## config.mk

```make
export PLATFORM = sky130hd
export DESIGN_NAME = pid_telemetry_tx
export DESIGN_NICKNAME = d
export VERILOG_FILES = /design/src/rtl/pid_uart_pkg.sv /design/src/rtl/sat_counter8.sv /design/src/rtl/pid_telemetry_tx.sv
export SDC_FILE = /design/constraint.sdc
export NUM_CORES = 1
export LEC_CHECK = 0
export ABC_AREA = 1
export BUFFER_PORTS_ARGS = -buffer_cell sky130_fd_sc_hd__buf_2
export CORE_MARGIN = 8
export CORE_UTILIZATION = 50
export CTS_CLUSTER_SIZE = 14
export DETAILED_ROUTE_END_ITERATION = 12
export GPL_ROUTABILITY_DRIVEN = 1
export GPL_TIMING_DRIVEN = 0
export MAX_ROUTING_LAYER = met4
export PLACE_DENSITY = 0.78
export SYNTH_ARGS = -nofsm -noshare
export SYNTH_HDL_FRONTEND = slang
export SYNTH_SLANG_ARGS = --single-unit
```

## constraint.sdc

```tcl
create_clock -name clk_in -period 1.45 [get_ports clk_in]
set_input_delay 0.2175 -clock clk_in [delete_from_list [all_inputs] [get_ports clk_in]]
set_output_delay 0.2175 -clock clk_in [all_outputs]
set_load 0.01 [all_outputs]
```

## src/rtl/pid_uart_pkg.sv

```systemverilog
// pid_uart_pkg
// Shared definitions for the UART telemetry framer: default frame header,
// frame length, FSM state encoding and the frame checksum helper.
package pid_uart_pkg;

   localparam logic [7:0] HEADER_DEFAULT = 8'hA5;
   localparam int         FRAME_LEN      = 5;

   typedef enum logic [1:0] {
      IDLE     = 2'd0,
      WAIT_RDY = 2'd1,
      WAIT_ACK = 2'd2
   } tx_state_e;

   // Header byte is deliberately left out of the checksum.
   function automatic logic [7:0] calc_chk(input logic [7:0] seq, input logic [15:0] smp);
      return seq ^ smp[15:8] ^ smp[7:0];
   endfunction

endpackage

```

## src/rtl/sat_counter8.sv

```systemverilog
// sat_counter8
// 8-bit up-counter that sticks at 255 instead of wrapping.
// Ports:
//   clk_in  - clock
//   reset   - synchronous, active-low clear
//   inc     - count one event this cycle
//   count   - current count
module sat_counter8 (
   input  logic       clk_in,
   input  logic       reset,
   input  logic       inc,
   output logic [7:0] count
);

   always_ff @(posedge clk_in) begin
      if (!reset) begin
         count <= 8'd0;
      end else if (inc && (count != 8'hFF)) begin
         count <= count + 8'd1;
      end
   end

endmodule

```

## src/rtl/pid_telemetry_tx.sv

```systemverilog
// pid_telemetry_tx
// Frames 16-bit PID telemetry samples into 5-byte packets
// (HEADER, seq, sample MSB, sample LSB, chk) and hands them byte by byte to
// the UART byte transmitter through its send/send_data/send_rdy handshake.
// Ports:
//   clk_in       - transmitter clock
//   reset        - synchronous, active-low
//   sample_valid - sample offered this cycle
//   sample       - telemetry word
//   send_rdy     - transmitter idle, can take a byte
//   send         - one-cycle byte strobe
//   send_data    - byte to transmit, held between strobes
//   busy         - frame in progress, samples refused
//   frame_done   - one-cycle pulse when the last byte is handed off
//   drop_cnt     - saturating count of refused samples
//
// state    | meaning
// ---------+--------------------------------------------------------------
// IDLE     | no frame; accepts a sample once busy has dropped
// WAIT_RDY | byte idx pending; strobes it out when send_rdy is high
// WAIT_ACK | byte strobed; waits for send_rdy low or the ack timeout
module pid_telemetry_tx
   import pid_uart_pkg::*;
#(
   parameter logic [7:0] HEADER      = HEADER_DEFAULT,
   parameter int         ACK_TIMEOUT = 4
) (
   input  logic        clk_in,
   input  logic        reset,
   input  logic        sample_valid,
   input  logic [15:0] sample,
   input  logic        send_rdy,
   output logic        send,
   output logic [7:0]  send_data,
   output logic        busy,
   output logic        frame_done,
   output logic [7:0]  drop_cnt
);

   // Timer counts down from ACK_TIMEOUT-1; the strobe cycle itself is the
   // first WAIT_ACK cycle, so the state lasts ACK_TIMEOUT cycles at most.
   localparam int            TW       = (ACK_TIMEOUT > 1) ? $clog2(ACK_TIMEOUT) : 1;
   localparam logic [TW-1:0] TMO_LOAD = TW'(ACK_TIMEOUT - 1);
   localparam logic [TW-1:0] TMO_ONE  = TW'(1);
   localparam logic [2:0]    LAST_IDX = 3'(FRAME_LEN - 1);

   tx_state_e     state;
   logic [2:0]    idx;
   logic [7:0]    seq;
   logic [15:0]   smp_q;
   logic [7:0]    seq_q;
   logic [7:0]    chk_q;
   logic [TW-1:0] tmo;
   logic [7:0]    cur_byte;
   logic          accept;
   logic          drop;

   // busy stays high through the frame_done cycle, so a sample offered
   // there is dropped rather than accepted.
   assign accept = sample_valid && !busy;
   assign drop   = sample_valid && busy;

   always_comb begin
      cur_byte = HEADER;
      case (idx)
         3'd0:    cur_byte = HEADER;
         3'd1:    cur_byte = seq_q;
         3'd2:    cur_byte = smp_q[15:8];
         3'd3:    cur_byte = smp_q[7:0];
         3'd4:    cur_byte = chk_q;
         default: cur_byte = HEADER;
      endcase
   end

   always_ff @(posedge clk_in) begin
      if (!reset) begin
         state      <= IDLE;
         idx        <= 3'd0;
         seq        <= 8'd0;
         smp_q      <= 16'd0;
         seq_q      <= 8'd0;
         chk_q      <= 8'd0;
         tmo        <= '0;
         send       <= 1'b0;
         send_data  <= 8'd0;
         busy       <= 1'b0;
         frame_done <= 1'b0;
      end else begin
         send       <= 1'b0;
         frame_done <= 1'b0;
         case (state)
            IDLE: begin
               if (accept) begin
                  smp_q <= sample;
                  seq_q <= seq;
                  chk_q <= calc_chk(seq, sample);
                  seq   <= seq + 8'd1;
                  idx   <= 3'd0;
                  busy  <= 1'b1;
                  state <= WAIT_RDY;
               end else begin
                  busy <= 1'b0;
               end
            end
            WAIT_RDY: begin
               if (send_rdy) begin
                  send      <= 1'b1;
                  send_data <= cur_byte;
                  tmo       <= TMO_LOAD;
                  state     <= WAIT_ACK;
               end
            end
            WAIT_ACK: begin
               if (!send_rdy || (tmo == '0)) begin
                  if (idx == LAST_IDX) begin
                     frame_done <= 1'b1;
                     state      <= IDLE;
                  end else begin
                     idx   <= idx + 3'd1;
                     state <= WAIT_RDY;
                  end
               end else begin
                  tmo <= tmo - TMO_ONE;
               end
            end
            default: begin
               state <= IDLE;
            end
         endcase
      end
   end

   sat_counter8 u_drop_cnt (
      .clk_in (clk_in),
      .reset  (reset),
      .inc    (drop),
      .count  (drop_cnt)
   );

endmodule

```

==> results.cfg, run 1 <==
[clock_network]
root_buffer = clkbuf_8
worst_skew_pair.late_latency_ns = 0.34
cts.sinks = 66
hold_buffers = 0
cts_tree = yes
cts_made_buffers = 9
cts.clk_slew.worst_paths_ns = 0.07
cts.htree.levels = 3
clockBufferDepth = 2

[setup_path]
path_max_fanout = 9
worst_ep_required_time_ns = 1.66
r2r_start = idx[2]
r2r_end = send_data[4]
endpoint_kind = flip-flop
criticalPathCategory = flip-flop to flip-flop
ff2ff_setup_slack_ns = 0.03
critPathArrivalTime_ns = 1.63
r2r_cells = 6
worstSetupStartpointType = flip-flop

[layout]
nets = 542
drive_above_1_share_pct = 18.1
antennaDiodeCount = 0
area_growth_pct = 18.2
fin_cells = 595
final_common_cell = nor2_1
final_cell_mix = nor2_1, nand2_1, dfxtp_1, inv_1, buf_2

[timing]
hold_viol_final = 0
finalMaxSlewViolations = 0
rsz0062_at_grt = yes
fin_crit_sh_pct = 97.8
worst_pin_slew_ns = 0.640
clock_skew_ns = 0.00717
setup_violations = 0
fmax_mhz = 705
maxSlewHeadroom_pct = 57.4
layout_setup_ws_ns = 0.0325
setup-tns-final_ns = 0
period_needed_ns = 1.42

[logic_synthesis]
synth_top_area_share_pct = 41.7
yosys_register_bits = 66
seq_area_frac_synth_pct = 41.7
synth_edf_count = 0
ys_warn_count = 0
syn_avg_cell_area_um2 = 6.81
synth.area.top_cells = dfxtp_1, nor2_1, nand2_1
async_reset_ff_share_pct = 0
yosysTopAreaCell = dfxtp_1
syn_inst = 465
synth_area_um2 = 3170
synth-main-ff-cell = dfxtp_1
ys_types = 29
synth_nets = 493

[floorplanning]
core-area_um2 = 6240
num_rows = 29
dieArea_um2 = 9130
die_w_um = 95.6
ios = 39
chipHeight_um = 95.6
start_util_pct = 50.7

[route]
ant_nets = 0
wl_per_cell_um = 13.8
firstDrtPassIters = 5
drt_iter0_markers = 244
vias = 3092
routed_wl_mm = 8.20
viasPerCell = 5.20
post-route-drc-count = 0

[worst_hold_path]
min_from = sample[15]
min_to = smp_q[15]
min_path_type = input pin to flip-flop
holdPathStages = 3

[placed_design]
dp_cells = 579
place_hpwl_mm = 5.81
io_buffers = 37
gp_congestion = 0.922
dp_slack_ns = -0.312

[run_status]
status = finished, final reports clean

[pwr]
powerDensity_nw_per_um2 = 1160
p_leak_uw = 0.00175
ir_drop_mv = 0.825

[global_route]
grt_antenna_before_repair = 0
grt_pass1_vias = 2859
grt_pass1_wl_mm = 13.1
grt.overflow.total = 0
track_usage_pct = 19.1
grt_max_degree = 11

[job]
cap_violations = 0
## state kept, by name (all words and copies together) (netlist names), 2 cells and up
| register | count |
|---|---|
| idx | 3 |
| tmo | 2 |
| chk_q | 8 |
| send_data | 8 |
| state | 2 |
| smp_q | 16 |
| u_drop_cnt.count | 8 |
| seq | 8 |
| seq_q | 8 |
## timing repair
| action | in CTS | in global routing |
|---|---|---|
| pin swaps | 1 | 11 |
| resized for setup | 10 | 28 |
| setup buffers | 1 | 1 |
| endpoints found under the setup margin | 14 | 20 |
## critical path, cell delays in order, from the launching register on
cell     delay (ns)
dfxtp_2        0.44
inv_1          0.16
ha_4           0.25
nand2_1        0.09
o21ai_1        0.07
o21ai_1        0.18
a21oi_1        0.09
## synthesized netlist by cell type, types with 2 or more instances
cell type  number
nand2_2         5
inv_2           3
inv_1          45
ha_1            8
nand3_1        15
buf_2           2
buf_4           6
xor2_1          2
nor2_1        108
dfxtp_1        66
o21ai_0        38
xnor2_1         8
nand2_1       103
a21oi_1        22
clkbuf_1        5
nand4_1         8
o21ai_1         9
## area by class of cell
| cell class | count | area [um^2] |
|---|---|---|
| multi-input combinational | 335 | 1640 |
| clock inverter | 3 | 15.0 |
| clock buffer | 12 | 155 |
| timing repair buffer | 39 | 213 |
| buffer | 14 | 87.6 |
| sequential | 66 | 1340 |
| tap | 77 | 96.3 |
| inverter | 49 | 194 |
| fill | 591 | 2500 |
## layer usage
layer,GRT usage [%],part of all wire (%),vias to the layer above
met1,21.3,43,1425
met3,4.17,5.6,16
met4,8.96,2.1,0
met2,31.8,49,91
li1,-,-,1560
met5,-,0,-
## how the worst max path moves through the flow
stage / from / end / slack (ns) / cells after the start
floorplan: idx[0] / idx[2] / 0.10 / 10
global placement: idx[2] / send_data[4] / -0.26 / 7
detailed placement: idx[2] / send_data[4] / -0.31 / 7
CTS: idx[1] / send_data[5] / 0.007 / 9
global route: idx[0] / idx[0] / -0.03 / 10
finish: idx[2] / send_data[4] / 0.03 / 6
## through the flow
stage / total power (uW) / hold WS, ns / utilization, % / instance area, um^2
3_5_place_dp: 2900 / 0.447 / 55.2 / 3450
4_1_cts: 4290 / 0.124 / 58.6 / 3660
6_report: 4340 / 0.127 / 60.0 / 3740
2_1_floorplan: 2650 / 0.352 / - / 3170
5_1_grt: 4550 / 0.126 / 60.0 / 3740
3_3_place_gp: 2880 / 0.444 / 55.2 / 3450
## kinds of logic (layout without fill, tap and decap cells)
logic type               Yosys count  count (layout)  synth area share, %
adder cells (fa/ha/maj)            8               8                 3.16
AND/OR/NAND/NOR                  246             246                 32.0
XOR/XNOR                          10              10                 2.77
flip-flops                        66              66                 41.7
AO/OA/AOI/OAI                     71              71                 11.5
buffers and inverters             64             117                 8.77
## report_power, final
| part | total [uW] | internal (uW) | leakage (uW) | switching, uW |
|---|---|---|---|---|
| registers | 2100 | 1980 | 0.000544 | 124 |
| logic | 854 | 313 | 0.00112 | 541 |
| clock network | 1380 | 696 | 0.0000920 | 685 |
| total | 4340 | 2990 | 0.00175 | 1350 |
Note: power is estimated with default switching activity, not from simulation.
==> inputs of run 2 (changes only) <==
clock period = 1.3 ns   (was 1.45 ns; I/O delays follow)
==> run 2 against run 1 <==
Net effect: the run now ends with negative setup slack left; utilization grew 7.5 points; via count grew 10%; clock skew shrank 0.00055 ns.
==> results.cfg, run 2 (synthesized netlist as in run 1, its figures left out) <==
[clock_network]
hold_buffers = 0
cts.sinks = 66
root_buffer = clkbuf_8
clockBufferDepth = 2
cts.clk_slew.worst_paths_ns = 0.07
cts_tree = yes
cts.htree.levels = 3
cts_made_buffers = 9
worst_skew_pair.late_latency_ns = 0.34

[layout]
nets = 568
antennaDiodeCount = 0
largest_register_ffs = 16
final_cell_mix = nand2_1, nor2_1, dfxtp_1, inv_1, buf_2
drive_above_1_share_pct = 29.5
design_area_um2 = 4210
regMostFlops = smp_q
area_growth_pct = 33.0

[timing]
setup_violations = 26
rsz0062_at_grt = yes
clock_skew_ns = 0.00662
fin_crit_sh_pct = 111
whs_ns = 0.0960
maxSlewHeadroom_pct = 57.9
layout_setup_ws_ns = -0.145
fmax_mhz = 692
finalMaxSlewViolations = 0
hold_viol_final = 0
period_needed_ns = 1.45
worst_pin_slew_ns = 0.631

[placed_design]
place_hpwl_mm = 5.80
gp_congestion = 0.903
placed_cell_area_um2 = 3460
io_buffers = 37

[floorplanning]
ios = 39
start_util_pct = 50.7
chipHeight_um = 95.6
dieArea_um2 = 9130
num_rows = 29
core-area_um2 = 6240
die_w_um = 95.6

[route]
ant_nets = 0
viasPerCell = 5.51
wl_per_cell_um = 16.0
firstDrtPassIters = 5
vias = 3408
drt_iter0_markers = 367
routed_wl_mm = 9.93
post-route-drc-count = 0

[run_status]
violations = negative setup slack
status = complete, but fails checks

[setup_path]
cp_slowest_cell = dfxtp_4
path_delay_family = simple AND/OR/NAND/NOR gates
cpMostUsedCell = nand2_1
endpoint_kind = flip-flop
worst_ep_required_time_ns = 1.57
critPathArrivalTime_ns = 1.71
path_max_fanout = 8
criticalPathCategory = flip-flop to flip-flop
worstSetupStartpointType = flip-flop
slowest_delay_ns = 0.36
path_buf_inv = 2
cp_cell_sequence = inv_2 > ha_2 > inv_1 > nor2_4 > nand2_1 > nand2_1 > o21ai_1 > a21oi_1

[global_route]
grt_antenna_before_repair = 0
track_usage_pct = 20.7
grt_max_degree = 11
grt.overflow.total = 0
grt_pass1_vias = 2944
grt_pass1_wl_mm = 14.1

[job]
cap_violations = 0

[pwr]
ir_drop_mv = 0.773
p_leak_uw = 0.00193
powerDensity_nw_per_um2 = 1240

[worst_hold_path]
min_path_type = input pin to flip-flop
[run 2: path summary, 6_finish.rpt]
kind                                endpoint  depth (start not counted)         start  slack (ns)
worst min register to register  send_data[3]                          2  send_data[3]        0.46
worst max-delay path            send_data[4]                          8        idx[1]       -0.15
worst max register to register  send_data[4]                          8        idx[1]       -0.15
worst min-delay path                smp_q[2]                          3     sample[2]         0.1
[run 2: metal layers]
metal  global-route usage, %  wire (um)
met5                       -          0
met4                    10.4        361
met3                    4.49        711
met2                    33.7       4950
met1                    23.4       3910
[run 2: per-stage QoR]
step                      utilization [%]  setup slack [ns]  power [uW]  cells  setup TNS (ns)
after detailed placement             55.4            -0.342        3250    579           -4.08
after CTS                            60.8           -0.0950        4840    602          -0.652
after global placement               55.4            -0.282        3220    579           -3.14
after floorplan                         -           0.00296        2960    465               0
final                                67.5            -0.145        5240    619           -1.30
after global routing                 67.5            -0.208        5470    619           -4.05
[run 2: area by class of cell]
class | instances | area, um^2
Sequential cell | 66 | 1350
Multi-Input combinational cell | 335 | 1770
Fill cell | 485 | 2030
Clock buffer | 13 | 159
Timing Repair Buffer | 66 | 507
Buffer | 13 | 125
Tap cell | 77 | 96.3
Inverter | 49 | 200
[run 2: power breakdown]
group / switching [uW] / internal [uW]
Combinational: 763 / 600
Sequential: 153 / 2220
Clock: 741 / 767
Total: 1660 / 3580
[run 2: what timing repair did]
item,CTS,global route
cloned,0,3
gates resized for setup,30,82
pin swaps,14,27
setup buffers,11,15
endpoints found under the setup margin,20,57
[run 2: worst register-to-register path, cell delays in order, from the launching register on]
cell and delay (ns):
dfxtp_4 0.36, inv_2 0.08, ha_2 0.19, inv_1 0.08, nor2_4 0.22, nand2_1 0.11
nand2_1 0.09, o21ai_1 0.10, a21oi_1 0.14
